$ cat src/rtl/gen_seq_det_pkg.sv
// Shared definitions for the generic serial sequence detector.
//   SEQ_W_DEF / CNT_W_DEF : default pattern length and match-counter width
//   state_e               : detector FSM states
package gen_seq_det_pkg;

    localparam int unsigned SEQ_W_DEF = 4;
    localparam int unsigned CNT_W_DEF = 8;

    typedef enum logic [1:0] {
        IDLE  = 2'd0,
        FILL  = 2'd1,
        ARMED = 2'd2
    } state_e;

endpackage

$ cat src/rtl/gen_seq_det_sat_counter.sv
// Saturating up-counter with synchronous clear.
//   clk     : clock
//   reset   : asynchronous active-low reset
//   i_incr  : add one (held at max once saturated)
//   i_clr   : synchronous clear, wins over i_incr
//   o_count : current count
module sat_counter #(
    parameter int unsigned WIDTH = 8
) (
    input  logic             clk,
    input  logic             reset,
    input  logic             i_incr,
    input  logic             i_clr,
    output logic [WIDTH-1:0] o_count
);

    logic [WIDTH-1:0] r_count;

    always_ff @(posedge clk or negedge reset) begin
        if (!reset) begin
            r_count <= '0;
        end else if (i_clr) begin
            r_count <= '0;
        end else if (i_incr && (r_count != {WIDTH{1'b1}})) begin
            r_count <= r_count + WIDTH'(1);
        end
    end

    assign o_count = r_count;

endmodule

$ cat src/rtl/gen_seq_det.sv
// Generic serial sequence detector with per-bit mask and optional overlap.
//   clk, reset          : clock, asynchronous active-low reset
//   in, in_valid        : serial data bit and its qualifier
//   seq, mask, overlap  : pattern (MSB first), compare mask, overlap mode
//   seq_load            : capture seq/mask/overlap and restart the window
//   cnt_clr             : synchronous clear of match_cnt
//   out                 : registered one-cycle match pulse
//   armed               : a pattern is loaded
//   match_cnt           : saturating match count
module gen_seq_det
    import gen_seq_det_pkg::*;
#(
    parameter int unsigned SEQ_W = SEQ_W_DEF,
    parameter int unsigned CNT_W = CNT_W_DEF
) (
    input  logic             clk,
    input  logic             reset,
    input  logic             in,
    input  logic             in_valid,
    input  logic [SEQ_W-1:0] seq,
    input  logic [SEQ_W-1:0] mask,
    input  logic             seq_load,
    input  logic             overlap,
    input  logic             cnt_clr,
    output logic             out,
    output logic             armed,
    output logic [CNT_W-1:0] match_cnt
);

    localparam int unsigned FCNT_W = $clog2(SEQ_W + 1);
    localparam logic [FCNT_W-1:0] FCNT_FULL = FCNT_W'(SEQ_W);

    state_e            r_state, w_state_d;
    logic [SEQ_W-1:0]  r_hist, w_hist_d, w_hist_shift;
    logic [FCNT_W-1:0] r_fcnt, w_fcnt_d, w_fcnt_inc;
    logic [SEQ_W-1:0]  r_seq, r_mask;
    logic              r_overlap;
    logic              r_out;
    logic              w_match;

    assign w_hist_shift = {r_hist[SEQ_W-2:0], in};
    assign w_fcnt_inc   = (r_fcnt == FCNT_FULL) ? r_fcnt : r_fcnt + FCNT_W'(1);

    always_comb begin
        w_state_d = r_state;
        w_hist_d  = r_hist;
        w_fcnt_d  = r_fcnt;
        w_match   = 1'b0;
        if (seq_load) begin
            // Loading restarts the window; this cycle's data bit is dropped.
            w_state_d = FILL;
            w_hist_d  = '0;
            w_fcnt_d  = '0;
        end else if (in_valid && (r_state != IDLE)) begin
            w_hist_d = w_hist_shift;
            w_fcnt_d = w_fcnt_inc;
            if ((w_fcnt_inc == FCNT_FULL) && (((w_hist_shift ^ r_seq) & r_mask) == '0)) begin
                w_match = 1'b1;
            end
            if (w_match && !r_overlap) begin
                // Non-overlap: demand a completely fresh window.
                w_fcnt_d  = '0;
                w_state_d = FILL;
            end else if (w_fcnt_inc == FCNT_FULL) begin
                w_state_d = ARMED;
            end else begin
                w_state_d = FILL;
            end
        end
    end

    always_ff @(posedge clk or negedge reset) begin
        if (!reset) begin
            r_state   <= IDLE;
            r_hist    <= '0;
            r_fcnt    <= '0;
            r_seq     <= '0;
            r_mask    <= '0;
            r_overlap <= 1'b0;
            r_out     <= 1'b0;
        end else begin
            r_state <= w_state_d;
            r_hist  <= w_hist_d;
            r_fcnt  <= w_fcnt_d;
            r_out   <= w_match;
            if (seq_load) begin
                r_seq     <= seq;
                r_mask    <= mask;
                r_overlap <= overlap;
            end
        end
    end

    sat_counter #(
        .WIDTH(CNT_W)
    ) u_cnt (
        .clk    (clk),
        .reset  (reset),
        .i_incr (w_match),
        .i_clr  (cnt_clr),
        .o_count(match_cnt)
    );

    assign out   = r_out;
    assign armed = (r_state != IDLE);

endmodule

$ cat config.mk
export PLATFORM = sky130hd
export DESIGN_NAME = gen_seq_det
export DESIGN_NICKNAME = d
export VERILOG_FILES = /design/src/rtl/gen_seq_det_pkg.sv /design/src/rtl/gen_seq_det_sat_counter.sv /design/src/rtl/gen_seq_det.sv
export SDC_FILE = /design/constraint.sdc
export NUM_CORES = 1
export LEC_CHECK = 0
export CAP_MARGIN = 20
export CELL_PAD_IN_SITES_DETAIL_PLACEMENT = 1
export CELL_PAD_IN_SITES_GLOBAL_PLACEMENT = 1
export CORE_ASPECT_RATIO = 0.9
export CORE_MARGIN = 3
export CORE_UTILIZATION = 40
export DETAILED_ROUTE_END_ITERATION = 7
export GPL_TIMING_DRIVEN = 1
export PLACE_DENSITY = 0.89
export SKIP_CTS_REPAIR_TIMING = 1
export SLEW_MARGIN = 5
export SYNTH_ARGS = -nofsm -noshare
export SYNTH_HDL_FRONTEND = slang
export SYNTH_SLANG_ARGS = --single-unit
$ cat constraint.sdc
create_clock -name clk -period 6.5 [get_ports clk]
set_clock_uncertainty 0.1 [all_clocks]
set_input_delay 1.3 -clock clk [delete_from_list [all_inputs] [get_ports clk]]
set_output_delay 1.3 -clock clk [all_outputs]
set_load 0.01 [all_outputs]
==> metrics.txt <==
Final nets=162; largest net degree at the start of global routing=19; first-pass GRT wire length=between 4000 and 5000 um; area grow syn2layout=27.3%; DRT iter0 DRCs=28; crit path max fanout=14; FF+latch count, synth=26; Worst Path Arrival=approximately 3500 ps; routability cong.=between 0.7 and 0.8; Final Hold Fails=0; Cell variety after synth=34; cts bufs inserted=3; Port Buffer Count=24; wire per inst=approximately 16 um; Filler cells=between 300 and 400; P_leak=around 0.65 nW; worst-margin pin slew=between 600 and 700 ps; vias in the first global route=just over 1,000; die extent in x=around 67 um; DRT Pass-1 Iters=4; RR Endpoint=u_cnt.o_count[6]; clock latency at the later pin of the worst-skew pair=approximately 270 ps; startpoint types=input pin; Synth area leaders=dfrtp_1 (49%), mux2_2 (9.4%), ha_1 (2.8%); CP Capture Type=flip-flop; fmax=approximately 290 MHz; Critical R2R Launch=r_fcnt[0]; number of setup violations in the final report=0; CTS H-tree depth=1; CTS tree=done; pwr/cell area=a little under 200 nW/um^2; DR vias=between 1,000 and 1,500; Final TNS setup=0 ps; status=complete, no violations; Die Y=between 60 and 70 um; yosys warns=0; Seq/Total Area, Yosys=0.493; GRT Residual Overflow=0; core area=3110 um^2; number of max-cap violations=0; cells along the critical path=clkdlybuf4s50_1, nor2_2, nand2_1, nor4_1, mux2_2; synthesized area=1320 um^2; layout cell share with drive strength beyond 1=0.154; DRC=0; Initial Utilization=0.424; clock-pin slew on the worst setup and hold paths=approximately 90 ps; syn_nets=around 140; CTS root buf=clkbuf_8; # IOs=25; initial antenna violation count=0; Critical-path top delay cell=clkdlybuf4s50_1; crit path kind=input pin to flip-flop; critical path required time=6570 ps; fin. max-slew vios=0; clk sinks=26; Tcrit/Tclk final=0.533; antenna viol nets, final=0; maximum clock insertion buffer count=2; register area=651 um^2; vias per cell=around 5.6; n_diodes=0; GRT Total Usage=0.164; FF-to-FF path depth=7; hold path startpoint=r_mask[1]; final core utilization=0.540; Syn Area/Cell=11.2 um^2; post-layout min period=roughly 3500 ps; unrepaired setup endpoints after global routing=false; most frequent cells in the layout=dfrtp_1 (26), clkdlybuf4s50_1 (24), mux2_2 (11); largest area contributor in the netlist=dfrtp_1; Rows=19; slowest stage delay, CP=approximately 700 ps; commonest non-fill, non-tap cell in the layout=dfrtp_1; R2R Setup Slk=3760 ps; crit path from=seq_load; HP Class=flip-flop to flip-flop; Mapped Cells=118; post-synth top area share=0.493; Die ar.=around 4000 um^2; Multi-input gate area=around 640 um^2; DRT Wirelength=between 2000 and 3000 um; worst vdd ir=between 100 and 150 uV; worst relative slew slack=0.587; Post-DP HPWL=around 2300 um; worst setup path endpoint=u_cnt.o_count[5]
worst max-delay path: cells and delay by family:
| kind | cells | cell delay [ps] |
|---|---|---|
| mux | 1 | 370 |
| simple gates | 3 | 1160 |
| buf+inv | 1 | 690 |
logic make-up (layout without fill, tap and decap cells):
logic type | after synthesis | after routing | share of synthesized area
compound gates | 29 | 29 | 0.161
xor+xnor | 5 | 5 | 0.0332
fa+ha+maj | 3 | 3 | 0.0284
buf+inv | 9 | 34 | 0.0256
flops | 26 | 26 | 0.493
mux | 11 | 11 | 0.0938
simple gates | 35 | 35 | 0.165
area by class of cell:
cell class                      instances  area share
Clock buffer                            4      0.0328
Multi-Input combinational cell         83       0.378
Tap cell                               42      0.0313
Timing Repair Buffer                   25       0.159
Inverter                                5      0.0112
Sequential cell                        26       0.387
synth_stat cells (all sizes together):
master and number:
nor2b 2, inv 5, nor3 1, nor2 4, clkbuf 2, or2 1, o211ai 4, nor4b 1
xnor2 1, ha 3, nand4 3, or3 2, or4b 1, nand2 6, o21ai 6, nor4 2
nand3b 1, or4 4, a22o 3, buf 2, xor2 4, dfrtp 26, o22a 1, nand3 4
o31ai 4, and4 1, a21oi 8, nand2b 1, or3b 1, a22oi 3, mux2 11
per-stage QoR:
step	setup slack [ps]	power (mW)	std cells	hold slack (ps)	cell area, um^2
final	3030	0.323	185	416	1680
after global routing	2880	0.343	185	445	1680
after CTS	3050	0.328	185	421	1680
after detailed placement	2790	0.222	181	401	1630
after global placement	2900	0.217	180	385	1600
after floorplan	3670	0.201	118	359	1320
power breakdown:
part / switching (mW) / leakage [nW] / total, mW / internal, mW
Combinational: 0.0209 / 0.287 / 0.0431 / 0.0222
Sequential: 0.00596 / 0.335 / 0.175 / 0.169
Clock: 0.0507 / 0.0288 / 0.105 / 0.0542
Total: 0.0775 / 0.651 / 0.323 / 0.245
worst min-delay path by stage:
| stage | cells past startpoint | to | slack (ps) |
|---|---|---|---|
| after floorplan | 2 | r_state[1] | 360 |
| after global placement | 2 | r_state[1] | 390 |
| after detailed placement | 1 | r_mask[1] | 400 |
| after CTS | 1 | r_mask[1] | 420 |
| after global routing | 1 | r_mask[1] | 440 |
| final | 1 | r_mask[1] | 420 |
layer usage:
layer | up-vias | global-route usage | routed length (um)
met2 | 22 | 0.282 | 1470
li1 | 491 | - | -
met1 | 513 | 0.208 | 1340
met4 | 0 | 0.0261 | 11
met5 | - | 0 | 0
met3 | 2 | 0.0500 | 131
sequential cells by signal, summed over array words and instances (netlist names):
| register | cells |
|---|---|
| r_overlap | 1 |
| r_state | 2 |
| r_seq | 4 |
| r_fcnt | 3 |
| out | 1 |
| r_mask | 4 |
| r_hist | 3 |
| u_cnt.o_count | 8 |
No activity file was read; power rests on OpenSTA's default activity.
